File: src/rtl/elastic_pipeline_reg.sv
// Elastic two-entry pipeline register (main + skid) with registered ready/valid,
// global stall, flush, and a saturating count of held-but-not-consumed cycles.
module elastic_pipeline_reg #(
    parameter int                    DATA_WIDTH      = 64,
    parameter logic [DATA_WIDTH-1:0] BUBBLE_VALUE    = {DATA_WIDTH{1'b0}},
    parameter int                    STALL_CNT_WIDTH = 16
) (
    input  logic                       CLK,
    input  logic                       RESET,
    input  logic                       BUSYWAIT,
    input  logic                       FLUSH,
    input  logic [DATA_WIDTH-1:0]      IN_DATA,
    input  logic                       IN_VALID,
    output logic                       IN_READY,
    output logic [DATA_WIDTH-1:0]      OUT_DATA,
    output logic                       OUT_VALID,
    input  logic                       OUT_READY,
    output logic [STALL_CNT_WIDTH-1:0] STALL_COUNT
);

    typedef enum logic [1:0] {
        EMPTY = 2'd0,
        FULL  = 2'd1,
        SKID  = 2'd2
    } state_t;

    state_t                     state;
    logic [DATA_WIDTH-1:0]      main_q;
    logic [DATA_WIDTH-1:0]      skid_q;
    logic [STALL_CNT_WIDTH-1:0] stall_cnt;
    logic                       in_fire;
    logic                       out_fire;

    // Handshake outputs decode the state register only, so no input reaches them.
    assign IN_READY    = (state != SKID);
    assign OUT_VALID   = (state != EMPTY);
    assign OUT_DATA    = main_q;
    assign STALL_COUNT = stall_cnt;

    assign in_fire  = IN_VALID  & IN_READY  & ~BUSYWAIT & ~FLUSH;
    assign out_fire = OUT_VALID & OUT_READY & ~BUSYWAIT & ~FLUSH;

    always_ff @(posedge CLK) begin
        if (RESET) begin
            state     <= EMPTY;
            main_q    <= BUBBLE_VALUE;
            skid_q    <= '0;
            stall_cnt <= '0;
        end else begin
            if ((state != EMPTY) && !out_fire && (stall_cnt != {STALL_CNT_WIDTH{1'b1}}))
                stall_cnt <= stall_cnt + 1'b1;

            // Flush wins over busywait; busywait alone suppresses both fires and thus holds.
            if (FLUSH) begin
                state  <= EMPTY;
                main_q <= BUBBLE_VALUE;
            end else begin
                case (state)
                    EMPTY: begin
                        if (in_fire) begin
                            main_q <= IN_DATA;
                            state  <= FULL;
                        end
                    end
                    FULL: begin
                        if (in_fire && out_fire) begin
                            main_q <= IN_DATA;
                        end else if (in_fire) begin
                            skid_q <= IN_DATA;
                            state  <= SKID;
                        end else if (out_fire) begin
                            main_q <= BUBBLE_VALUE;
                            state  <= EMPTY;
                        end
                    end
                    SKID: begin
                        if (out_fire) begin
                            main_q <= skid_q;
                            state  <= FULL;
                        end
                    end
                    default: begin
                        state  <= EMPTY;
                        main_q <= BUBBLE_VALUE;
                    end
                endcase
            end
        end
    end

endmodule

File: config.mk
export PLATFORM = sky130hd
export DESIGN_NAME = elastic_pipeline_reg
export DESIGN_NICKNAME = d
export VERILOG_FILES = /design/src/rtl/elastic_pipeline_reg.sv
export SDC_FILE = /design/constraint.sdc
export NUM_CORES = 1
export LEC_CHECK = 0
export BUFFER_PORTS_ARGS = -buffer_cell sky130_fd_sc_hd__buf_2
export CORE_AREA = 2 2 118 131
export CTS_CLUSTER_DIAMETER = 120
export DETAILED_ROUTE_END_ITERATION = 7
export DIE_AREA = 0 0 120 133
export PLACE_DENSITY = 0.69
export SLEW_MARGIN = 10
export SYNTH_ARGS = -nofsm -noshare
export SYNTH_HDL_FRONTEND = slang
export SYNTH_SLANG_ARGS = --single-unit
export TNS_END_PERCENT = 100
File: constraint.sdc
create_clock -name CLK -period 1.8 [get_ports CLK]
set_clock_uncertainty 0.1 [all_clocks]
set_input_delay 0.09 -clock CLK [delete_from_list [all_inputs] [get_ports CLK]]
set_output_delay 0.09 -clock CLK [all_outputs]
set_load 0.005 [all_outputs]
Word-level counts from Yosys, hierarchy flattened
Index checks and enable logic that the tools add are counted.
{"block": "op_classes", "n_addsub": 1, "eq_ne": 10, "n_mux": 12, "bitwise": 9, "reduce_logical": 10}
{"cell": "64-bit two-way mux", "count": 5}
{"cell": "64-bit one-hot mux with 3 select lines", "count": 1}
{"cell": "16-bit by 1-bit adder with 16-bit output (second input constant)", "count": 1}
{"cell": "16-bit inequality test (second input constant)", "count": 1}
{"cell": "4-bit AND reduction", "count": 3}
{"cell": "2-bit two-way mux", "count": 5}
{"cell": "3-bit inequality test (second input constant)", "count": 3}
{"cell": "2-bit inequality test (second input constant)", "count": 4}
{"cell": "1-bit AND", "count": 6}
{"cell": "2-bit one-hot mux with 3 select lines", "count": 1}
{"cell": "1-bit logical AND", "count": 3}
{"cell": "1-bit NOT", "count": 3}
{"cell": "2-bit by 1-bit == test with 1-bit output (second input constant)", "count": 1}
{"cell": "2-bit == test (second input constant)", "count": 1}
{"cell": "2-bit logical NOT", "count": 1}
{"cell": "2-bit nonzero test", "count": 1}
{"cell": "2-bit OR reduction", "count": 1}
{"cell": "1-bit logical NOT", "count": 1}
{"block": "totals", "regBits": 146, "input_bits": 70, "output_inout_bits": 82}

Longest topological paths before layout
Gate-level depths: netlist (run 1).
{"block": "logic_depth", "depth_word": 8, "depth_mapped": 7, "ltp_nobuf": 5}

Worst setup path after synthesis (run 1)
OpenSTA, ideal clock, no wires.
{"block": "synth_path", "path_kind": "reg2reg", "startpoint": "register stall_cnt[0] (netlist: STALL_COUNT[0])", "endpoint": "register stall_cnt[7] (netlist: STALL_COUNT[7])", "t_arrival_ns": 1.779, "required_time_ns": 1.579, "setup_slack_ns": -0.200, "path_stages_with_launch": 7, "period_less_slack_ns": 2.000, "path_cell_list": "dfxtp_1 -> ha_1 -> nand4_1 -> nor4_1 -> clkbuf_1 -> nor3_1 -> mux2_2"}
{"block": "synth_via", "elab_chain_len": 2}
{"element": "from (decl)", "line_no": "30", "rtl": "logic [STALL_CNT_WIDTH-1:0] stall_cnt;"}
{"element": "from (signal assigned)", "line_no": "51", "rtl": "stall_cnt <= stall_cnt + 1'b1;"}
{"element": "parallel branches: the longest is 2 deep, another holds 16-bit by 1-bit adder with 16-bit output"}
Parallel ways; which one is timed is not known.
A chain may end at the register's enable or synchronous reset.

Worst setup path in the final report (run 1)
{"block": "layout_path", "startpoint": "register state[0]", "endpoint": "register stall_cnt[11] (netlist: STALL_COUNT[11])"}
{"block": "layout_via", "elab_chain_len": 7}
{"element": "from (decl)", "line_no": "27", "rtl": "state_t state;"}
{"element": "from (signal assigned)", "line_no": "45", "rtl": "state <= EMPTY;"}
{"element": "from (signal assigned)", "line_no": "55", "rtl": "state <= EMPTY;"}
{"element": "from (signal assigned)", "line_no": "62", "rtl": "state <= FULL;"}
{"element": "2-bit nonzero test (*)", "line_no": "36, 50"}
{"element": "1-bit AND (3 in series)", "line_no": "41", "rtl": "assign out_fire = OUT_VALID & OUT_READY & ~BUSYWAIT & ~FLUSH;"}
{"element": "1-bit logical NOT", "line_no": "50", "rtl": "if ((state != EMPTY) && !out_fire && (stall_cnt != {STALL_CNT_WIDTH{1'b1}}))"}
{"element": "1-bit logical AND (*) (2 in series)", "line_no": "50"}
Every way passes the cells marked *; elsewhere a longest branch is shown, timed or not.

==> results by group, run 1 <==
Routing
  – Via count: 5598
  – Starting DRC count in detailed routing: 431
  – Vias per cell: around 5.3
  – Drt drc: 0
  – WL/cell: approximately 15 um
  – Final ANT Viol Nets: 0
  – Detailed Routing Iterations Pass 1: 6
  – Drt total wl: around 16 mm

Setup path
  – CP arrival: a little over 2 ns
  – Worst path required time: 2.04 ns
  – Critical Path Start Type: register
  – CP max FO: 8
  – Crit end category: register
  – Crit path kind: reg -> reg

Yosys
  – Sequential area share after synthesis: 51.03%
  – YS warnings: 0
  – Post-Syn Instances: about 630
  – Post-synth top area share: 51.03%
  – EDFF count, synth: 0
  – Ys flop type: dfxtp_1
  – Syn_area_per_cell: 9.063 sq um
  – Synthesized area: 0.005728 sq mm
  – Top cell type by total area after synthesis: dfxtp_1
  – Async SR Flop Fraction: 0%
  – Post-synth cell types: between 40 and 50
  – Ranking of synthesized cells by area: dfxtp_1, o2bb2ai_1, nand2_1, a22oi_1, a21oi_1
  – Net count after synthesis: approximately 700
  – Synthesis-stage register bit count: 146

Power and ir drop
  – PD cells: around 910 mW/mm^2
  – Tot Pwr: roughly 7.6 mW
  – Maximum vdd drop: 0.6745 mV
  – Leakage: 3.384 nW

STA
  – Final period demand of the worst path: around 1.8 ns
  – RSZ-0062 raised after global routing: yes
  – Relative slew slack: about three quarters
  – Pins Over Slew Limit: 0
  – Post-route setup slack: -0.01960 ns
  – Final hold vios: 0
  – Maximum clock rate: approximately 550 MHz
  – Setup violators final: 2
  – Worst-Margin Slew: between 0.3 and 0.4 ns
  – Final period util: 101.1%

GRT
  – Total GRT Usage: between 20% and 30%
  – First-pass GRT wire length: between 20 and 30 mm
  – Pin count of the biggest net entering global routing: 87
  – Vias in the first global route: between 5000 and 6000
  – Antenna violations before repair: 0
  – GRT overflow: 0

CTS
  – Sink Count: approximately 150
  – CTS tree: done
  – Latest clock arrival within the worst-skew pair: roughly 0.42 ns
  – Clock H-tree levels: 4
  – Num CTS Buffers: 17
  – Reg clk slew, reported paths: roughly 0.060 ns
  – Root Driver: clkbuf_16
  – CTS Buffer Depth: 2
  – Number of post-CTS setup repair buffers: 0

Floorplanning
  – Rows: 47
  – I/O pin count: approximately 150
  – Core area: 0.01476 sq mm
  – Die Width: approximately 120 um
  – Starting Density: about 39%
  – Die Ht: 133 um
  – Die ar.: 0.01596 sq mm

Final layout
  – Layout Area Growth over Synthesis: 46.51%
  – Diode count: 0
  – # nets final: approximately 900
  – Final instance area: about 0.0084 sq mm
  – Share of cells above drive strength 1: 30.53%
  – Final Util: a little under three fifths

Placed design
  – Placement Setup Slack: -0.1308 ns
  – Post-DP HPWL: between 9 and 10 mm
  – Area after DPL: 0.007020 sq mm
  – Placer Congestion: about 0.82
  – Port Buffer Count: ~150

Status
  – Status: finished with violations
  – Failing checks: negative setup slack

Hold path
  – HP Class: in -> reg

Run
  – Max cap viols: 0
[kinds of logic after synthesis]
kind of cell | synth area share, %
multiplexers | 1.136
flip-flops | 51.03
XOR/XNOR | 0.1529
AND/OR/NAND/NOR | 15.09
adder cells (fa/ha/maj) | 0.2184
buffers and inverters | 4.893
AO/OA/AOI/OAI | 27.48
[worst max-delay path, cell delays in order, from the launching register on]
cell and delay (ns):
dfxtp_2 0.35, nor2_4 0.04, or4_4 0.58, or4_1 0.54, a21oi_1 0.13
[cell usage in the layout (no fill, tap or decap), types with 3 or more instances in the layout]
cell type and instances:
dfxtp_2 6, a22oi_1 64, buf_4 31, clkbuf_16 17, bufinv_16 4, or4_1 4
buf_12 12, buf_2 151, nor3_2 3, nor4_2 4, a21oi_1 73, o2bb2ai_1 64
nor2_1 6, nand4_1 4, nand2_1 135, inv_1 8, mux2_2 4, clkinv_2 3
dlygate4sd3_1 65, clkbuf_8 5, o21ai_0 7, or3_1 5, dfxtp_1 138, o31ai_1 5
nor2b_1 4
[layout make-up]
| class | instances | area [sq um] |
|---|---|---|
| Clock buffer | 23 | 498.0 |
| Clock inverter | 9 | 150.1 |
| Fill cell | 1271 | 6369 |
| Inverter | 8 | 30.03 |
| Multi-Input combinational cell | 423 | 2651 |
| Sequential cell | 146 | 2938 |
| Tap cell | 196 | 245.2 |
| Timing Repair Buffer | 259 | 1879 |
[layer usage]
layer | GRT usage, % | up-vias | wire length [um]
met1 | 26.39 | 2641 | 7128
met2 | 34.22 | 175 | 8012
met3 | 5.043 | 31 | 801
li1 | - | 2751 | -
met4 | 8.105 | 0 | 389
met5 | 0 | - | 0
[through the flow]
| stage | cells | TNS (ns) | hold WS [ns] |
|---|---|---|---|
| floorplan | 632 | -0.3453 | 0.1260 |
| global placement | 967 | -0.2594 | 0.2423 |
| detailed placement | 967 | -0.5631 | 0.2480 |
| CTS | 1064 | -0.02444 | 0.03908 |
| global route | 1064 | -0.2569 | 0.06245 |
| finish | 1064 | -0.03742 | 0.05627 |
[repair_timing]
action,4_1_cts,5_1_grt
pin swaps,3,2
endpoints found under the setup margin,11,31
hold buffers,65,0
resized for setup,8,12
endpoints found under the hold margin,130,0
gates cloned,0,0
[registers in the layout, summed over array words and instances, names as in the netlist]
register     cells
skid_q          64
OUT_DATA        64
STALL_COUNT     16
state            2
[where the power goes]
part,internal (mW),switching [mW]
Combinational,0.267,0.233
Clock,2.50,1.32
Sequential,3.27,0.0222
Total,6.03,1.58
[synthesized netlist by cell type (4+ instances only)]
cell	n
dfxtp_1	146
nand2_1	135
a21oi_1	76
a22oi_1	64
o2bb2ai_1	64
clkbuf_1	39
buf_1	9
inv_1	8
nor2_1	7
o21ai_0	7
nor2b_1	6
nor4_1	6
or4_1	6
buf_6	5
nor3_1	5
o31ai_1	5
or3_1	5
mux2_2	4
nand3_1	4
nand4_1	4
[worst paths after layout]
| path | depth (start not counted) | slack (ns) | from | end |
|---|---|---|---|---|
| worst max-delay path | 4 | -0.02 | state[0]$_SDFFE_PP0P_ | STALL_COUNT[11]$_SDFFE_PP0P_ |
| worst min-delay path | 4 | 0.06 | IN_VALID | state[0]$_SDFFE_PP0P_ |
| worst max register to register | 4 | -0.02 | state[0]$_SDFFE_PP0P_ | STALL_COUNT[11]$_SDFFE_PP0P_ |
| worst min register to register | 2 | 0.35 | skid_q[29]$_SDFFE_PP0P_ | skid_q[29]$_SDFFE_PP0P_ |
No activity file was read; power rests on OpenSTA's default activity.
==> run 2: changes to the inputs <==
--- a/constraint.sdc
+++ b/constraint.sdc
@@ -4,2 +4,2 @@
 set_output_delay 0.09 -clock CLK [all_outputs]
-set_load 0.005 [all_outputs]
+set_load 0.01 [all_outputs]
==> results by group, run 2 (synthesis results as in run 1) <==
Status
  – Status: finished with violations (unchanged)
  – Failing checks: negative setup slack (unchanged)

Power and ir drop
  – PD cells: 841.5 mW/mm^2 (was 906.8 mW/mm^2)
  – Maximum vdd drop: 0.5762 mV (was 0.6745 mV)
  – Leakage: 3.353 nW (was 3.384 nW)

GRT
  – Total GRT Usage: 21.54% (was 20.86%)
  – First-pass GRT wire length: 27.80 mm (was 27.13 mm)
  – GR Util met2: 35.13% (was 34.22%)
  – Pin count of the biggest net entering global routing: 87 (unchanged)
  – GRT overflow: 0 (unchanged)
  – Met1 usage: 27.13% (was 26.39%)
  – Met3 GRT Util: 4.698% (was 5.043%)
  – Vias in the first global route: 5532 (was 5424)
  – Top Usage Layer GRT: met2 (unchanged)
  – Antenna violations before repair: 1 (was 0)

Final layout
  – # nets final: 932 (was 926)
  – Filler cells: 1288 (was 1271)
  – Layout Area Growth over Synthesis: 46.64% (was 46.51%)
  – Most common cell after layout, fill and taps aside: buf_2 (unchanged)
  – Non-filler instance count after layout: 1071 (was 1064)
  – Share of cells above drive strength 1: 32.04% (was 30.53%)
  – Final Util: 56.90% (was 56.85%)
  – Commonest non-fill, non-tap cells in the layout: buf_2, nand2_1, dfxtp_1, a21oi_1, dlygate4sd3_1 (was buf_2, dfxtp_1, nand2_1, a21oi_1, dlygate4sd3_1)

Placed design
  – Placer Congestion: 0.8179 (was 0.8170)
  – Post-DP HPWL: 9.862 mm (was 9.750 mm)
  – Port Buffer Count: 151 (unchanged)
  – Placement Setup Slack: -0.1529 ns (was -0.1308 ns)
  – Placed Instances: 968 (was 967)

Routing
  – Vias per cell: 5.378 (was 5.261)
  – Starting DRC count in detailed routing: 302 (was 431)
  – Drt drc: 0 (unchanged)
  – Drt total wl: 17.14 mm (was 16.33 mm)
  – Detailed Routing Iterations Pass 1: 5 (was 6)
  – WL/cell: 16.00 um (was 15.35 um)
  – Final ANT Viol Nets: 0 (unchanged)
  – Via count: 5760 (was 5598)

Floorplanning
  – Die ar.: 0.01596 sq mm (unchanged)
  – Rows: 47 (unchanged)
  – I/O pin count: 152 (unchanged)
  – Die Width: 120 um (unchanged)
  – Die Ht: 133 um (unchanged)
  – Core area: 0.01476 sq mm (unchanged)
  – Starting Density: 38.81% (unchanged)

Setup path
  – WP buf/inv: 2 (was 0)
  – Critical Path Start Type: register (unchanged)
  – Worst R2R Setup Slack: -0.07 ns (was -0.02 ns)
  – Crit end category: register (unchanged)
  – R2R cell count: 6 (was 4)
  – Crit Reg-Reg Startpoint: STALL_COUNT[6]$_SDFFE_PP0P_ (was state[0]$_SDFFE_PP0P_)
  – Critical Path, Cell by Cell: nand4_1 -> buf_4 -> or4_4 -> buf_6 -> nor4_4 -> a211oi_2 (was nor2_4 -> or4_4 -> or4_1 -> a21oi_1)
  – FF-to-FF End: STALL_COUNT[9]$_SDFFE_PP0P_ (was STALL_COUNT[11]$_SDFFE_PP0P_)
  – Worst path slowest cell: or4_4 (unchanged)
  – Top Family by Delay on Critical Path: simple AND/OR/NAND/NOR gates (unchanged)
  – Worst path required time: 1.98 ns (was 2.04 ns)
  – Worst path max stage delay: 0.45 ns (was 0.58 ns)
  – Crit path kind: reg -> reg (unchanged)
  – CP max FO: 4 (was 8)
  – CP arrival: 2.05 ns (was 2.06 ns)

CTS
  – Clock H-tree levels: 4 (unchanged)
  – Num CTS Buffers: 17 (unchanged)
  – Sink Count: 146 (unchanged)
  – CTS tree: done (unchanged)
  – Latest clock arrival within the worst-skew pair: 0.42 ns (about the same)
  – CTS Buffer Depth: 2 (unchanged)
  – Root Driver: clkbuf_16 (unchanged)
  – Reg clk slew, reported paths: 0.06 ns (about the same)

STA
  – Post-route setup slack: -0.06999 ns (was -0.01960 ns)
  – Setup TNS: -0.2322 ns (was -0.03742 ns)
  – Pins Over Slew Limit: 0 (unchanged)
  – RSZ-0062 raised after global routing: yes (unchanged)
  – Final hold vios: 0 (unchanged)
  – Final period util: 103.9% (was 101.1%)
  – Worst-Margin Slew: 0.4195 ns (was 0.3951 ns)
  – Maximum clock rate: 534.8 MHz (was 549.6 MHz)
  – Final period demand of the worst path: 1.870 ns (was 1.820 ns)
  – Relative slew slack: 72.03% (was 73.66%)
  – Setup violators final: 6 (was 2)

Hold path
  – HP Class: in -> reg (unchanged)
  – Hold Crit Start: IN_VALID (unchanged)
  – Hold endpoint: state[0]$_SDFFE_PP0P_ (unchanged)
  – Hold Path Depth: 4 (unchanged)

Run
  – Max cap viols: 0 (unchanged)
run 2: cell count changes in the layout (fill, tap and decap cells not counted), moves of 2 or more:
cell	previous run	this run
dfxtp_1	138	133
dfxtp_2	6	11
buf_4	31	35
bufinv_16	4	0
clkinvlp_4	2	6
a21oi_1	73	71
a21oi_2	2	4
clkbuf_8	5	3
inv_6	0	2
nor4_2	4	2
nor4_4	0	2
run 2: worst max-delay path by stage:
stage               slack, ns  cells past startpoint                      endpoint                         from
floorplan               -0.13                      6  STALL_COUNT[15]$_SDFFE_PP0P_        state[1]$_SDFFE_PP0P_
detailed placement      -0.15                      4  STALL_COUNT[15]$_SDFFE_PP0P_        state[1]$_SDFFE_PP0P_
global route            -0.12                      5   STALL_COUNT[8]$_SDFFE_PP0P_  STALL_COUNT[6]$_SDFFE_PP0P_
CTS                     -0.04                      4  STALL_COUNT[15]$_SDFFE_PP0P_        state[1]$_SDFFE_PP0P_
finish                  -0.07                      6   STALL_COUNT[9]$_SDFFE_PP0P_  STALL_COUNT[6]$_SDFFE_PP0P_
global placement        -0.12                      4  STALL_COUNT[15]$_SDFFE_PP0P_        state[1]$_SDFFE_PP0P_
run 2: worst min-delay path, cell delays in order:
cell	delay [ns]
buf_2	0.15
mux2i_1	0.12
or3_1	0.11
a21oi_1	0.05
run 2: layout make-up:
cell class,count,area (sq um),share of cell area [%]
flip-flops and latches,146,2944,35.05
multi-input cells,424,2703,32.18
repair buffers,264,1926,22.93
clock buffers,21,470.5,5.601
well taps,196,245.2,2.920
clock inverters,11,78.83,0.9385
inverters,8,30.03,0.3575
diodes,1,2.502,0.02979
run 2: stage by stage:
stage	total power, mW	hold slack [ns]	instance area [sq um]
floorplan	3.547	0.1260	5801
global placement	3.763	0.2429	7038
detailed placement	3.764	0.2485	7038
CTS	7.136	0.01582	8260
global route	7.320	0.07815	8399
finish	7.068	0.03902	8399
run 2: layer usage:
metal | up-vias | share of wire (%)
li1 | 2771 | -
met1 | 2738 | 41
met2 | 210 | 51
met3 | 41 | 5.0
met4 | 0 | 3.0
met5 | - | 0
run 2: power by group:
part / total, mW / switching (mW) / internal (mW) / leakage, nW
clock: 3.25 / 1.38 / 1.87 / 0.254
combinational: 0.522 / 0.252 / 0.270 / 1.91
sequential: 3.29 / 0.0236 / 3.27 / 1.19
run 2: repair_timing:
item                                    CTS  global route
cloned                                    0             2
pin swaps                                 2             1
resized for setup                         6            18
hold buffers                             65             0
buffers inserted                          0             3
hold endpoints to repair                130             0
endpoints found under the setup margin   10            17
==> run 3: changes to the inputs <==
--- a/constraint.sdc
+++ b/constraint.sdc
@@ -4,2 +4,2 @@
 set_output_delay 0.09 -clock CLK [all_outputs]
-set_load 0.01 [all_outputs]
+set_load 0.1 [all_outputs]
==> results by group, run 3 (synthesis results as in run 1) <==
Power and ir drop
  – PD cells: 918.2 mW/mm^2 (was 841.5 mW/mm^2)
  – Leakage: 3.451 nW (was 3.353 nW)
  – Maximum vdd drop: 0.7005 mV (was 0.5762 mV)

Placed design
  – Placement Setup Slack: -0.1494 ns (was -0.1529 ns)
  – Port Buffer Count: 151 (unchanged)
  – Placer Congestion: 0.7960 (was 0.8179)
  – Post-DP HPWL: 9.961 mm (was 9.862 mm)

Status
  – Failing checks: negative setup slack (unchanged)
  – Status: finished with violations (unchanged)

Setup path
  – CP max FO: 8 (was 4)
  – Worst path required time: 2.01 ns (was 1.98 ns)
  – CP Launch Point: STALL_COUNT[5]$_SDFFE_PP0P_ (was STALL_COUNT[6]$_SDFFE_PP0P_)
  – Crit path kind: reg -> reg (unchanged)
  – Crit end category: register (unchanged)
  – Critical Path Start Type: register (unchanged)
  – Crit Reg-Reg Startpoint: STALL_COUNT[5]$_SDFFE_PP0P_ (was STALL_COUNT[6]$_SDFFE_PP0P_)
  – CP arrival: 2.05 ns (about the same)

STA
  – Pins Over Slew Limit: 0 (unchanged)
  – Worst-Margin Slew: 0.7606 ns (was 0.4195 ns)
  – Maximum clock rate: 541.3 MHz (was 534.8 MHz)
  – Post-route setup slack: -0.04754 ns (was -0.06999 ns)
  – Relative slew slack: 49.29% (was 72.03%)
  – RSZ-0062 raised after global routing: yes (unchanged)
  – Final period util: 102.6% (was 103.9%)
  – Setup violators final: 5 (was 6)
  – Final period demand of the worst path: 1.848 ns (was 1.870 ns)
  – Final hold vios: 0 (unchanged)

CTS
  – Clock H-tree levels: 4 (unchanged)
  – Latest clock arrival within the worst-skew pair: 0.42 ns (about the same)
  – Root Driver: clkbuf_16 (unchanged)
  – Reg clk slew, reported paths: 0.06 ns (about the same)
  – Num CTS Buffers: 17 (unchanged)
  – CTS tree: done (unchanged)
  – Sink Count: 146 (unchanged)
  – CTS Buffer Depth: 2 (unchanged)

Hold path
  – Hold Crit Start: IN_VALID (unchanged)
  – HP Class: in -> reg (unchanged)

Run
  – Max cap viols: 0 (unchanged)

Final layout
  – Final Util: 58.09% (was 56.90%)
  – # nets final: 939 (was 932)
  – Layout Area Growth over Synthesis: 49.69% (was 46.64%)
  – Diode count: 0 (was 1)
  – Commonest non-fill, non-tap cells in the layout: buf_2, nand2_1, dfxtp_1, a21oi_1, dlygate4sd3_1 (unchanged)
  – Filler cells: 1276 (was 1288)
  – Most common cell after layout, fill and taps aside: buf_2 (unchanged)
  – Share of cells above drive strength 1: 32.95% (was 32.04%)

Floorplanning
  – Starting Density: 38.81% (unchanged)
  – Die ar.: 0.01596 sq mm (unchanged)
  – Die Ht: 133 um (unchanged)
  – Core area: 0.01476 sq mm (unchanged)
  – Rows: 47 (unchanged)
  – Die Width: 120 um (unchanged)
  – I/O pin count: 152 (unchanged)

GRT
  – Vias in the first global route: 5463 (was 5532)
  – Pin count of the biggest net entering global routing: 65 (was 87)
  – First-pass GRT wire length: 26.46 mm (was 27.80 mm)
  – Total GRT Usage: 20.60% (was 21.54%)
  – GRT overflow: 0 (unchanged)
  – Antenna violations before repair: 0 (was 1)

Routing
  – Detailed Routing Iterations Pass 1: 5 (unchanged)
  – Vias per cell: 5.344 (was 5.378)
  – Final ANT Viol Nets: 0 (unchanged)
  – Starting DRC count in detailed routing: 374 (was 302)
  – Drt total wl: 17.06 mm (was 17.14 mm)
  – Drt drc: 0 (unchanged)
  – WL/cell: 15.85 um (was 16.00 um)
  – Via count: 5750 (was 5760)
[run 3: cell types whose count changed in the layout (fill, tap and decap cells not counted), sizes merged, moves of 3 or more]
cell and change:
clkbuf +3, bufinv +3, clkinvlp -4, inv -4, buf +7
[run 3: repair_timing]
action | 4_1_cts | 5_1_grt
gates resized for setup | 5 | 14
gates cloned | 0 | 2
hold endpoints to repair | 130 | 0
hold buffers | 65 | 0
buffers inserted | 1 | 5
pin swaps | 4 | 6
setup endpoints to repair | 11 | 55
[run 3: path summary, 6_finish.rpt]
kind / to / slack [ns] / depth (start not counted)
worst max-delay path: STALL_COUNT[15]$_SDFFE_PP0P_ / -0.05 / 4
worst min register to register: skid_q[18]$_SDFFE_PP0P_ / 0.35 / 2
worst max register to register: STALL_COUNT[15]$_SDFFE_PP0P_ / -0.05 / 4
worst min-delay path: state[0]$_SDFFE_PP0P_ / 0.05 / 4
[run 3: area by class of cell]
cell class,count,area (sq um),share of cell area [%]
timing repair buffer,272,1979,23.08
multi-input combinational,423,2690,31.37
inverter,8,33.78,0.3940
clock buffer,24,534.3,6.231
tap,196,245.2,2.860
sequential,146,2975,34.70
clock inverter,7,116.4,1.357
[run 3: critical path: stages (launching register included)]
cell     delay [ns]
dfxtp_4        0.34
nand4_1        0.13
or4_4          0.51
nor4_2         0.30
mux2_2         0.35
[run 3: where the power goes]
group | total, mW | switching [mW] | internal, mW
combinational | 0.780 | 0.502 | 0.278
clock | 3.82 | 1.33 | 2.49
sequential | 3.27 | 0.0227 | 3.25
[run 3: layer usage]
metal / share of wire (%) / vias to the layer above / track usage (%)
li1: - / 2778 / -
met1: 43 / 2742 / 25.93
met2: 49 / 205 / 34.41
met3: 5.4 / 25 / 4.569
met4: 1.8 / 0 / 7.712
met5: 0 / - / 0
[run 3: stage by stage]
step / cell area (sq um) / hold slack, ns / total power [mW] / cells / setup TNS, ns
2_1_floorplan: 5847 / 0.1260 / 3.777 / 632 / -2.924
3_3_place_gp: 7106 / 0.2455 / 3.994 / 972 / -0.7983
3_5_place_dp: 7106 / 0.2498 / 3.995 / 972 / -0.9710
4_1_cts: 8436 / 0.03752 / 7.901 / 1069 / -0.1319
5_1_grt: 8574 / 0.06075 / 8.122 / 1076 / -0.7393
6_report: 8574 / 0.05213 / 7.873 / 1076 / -0.1618
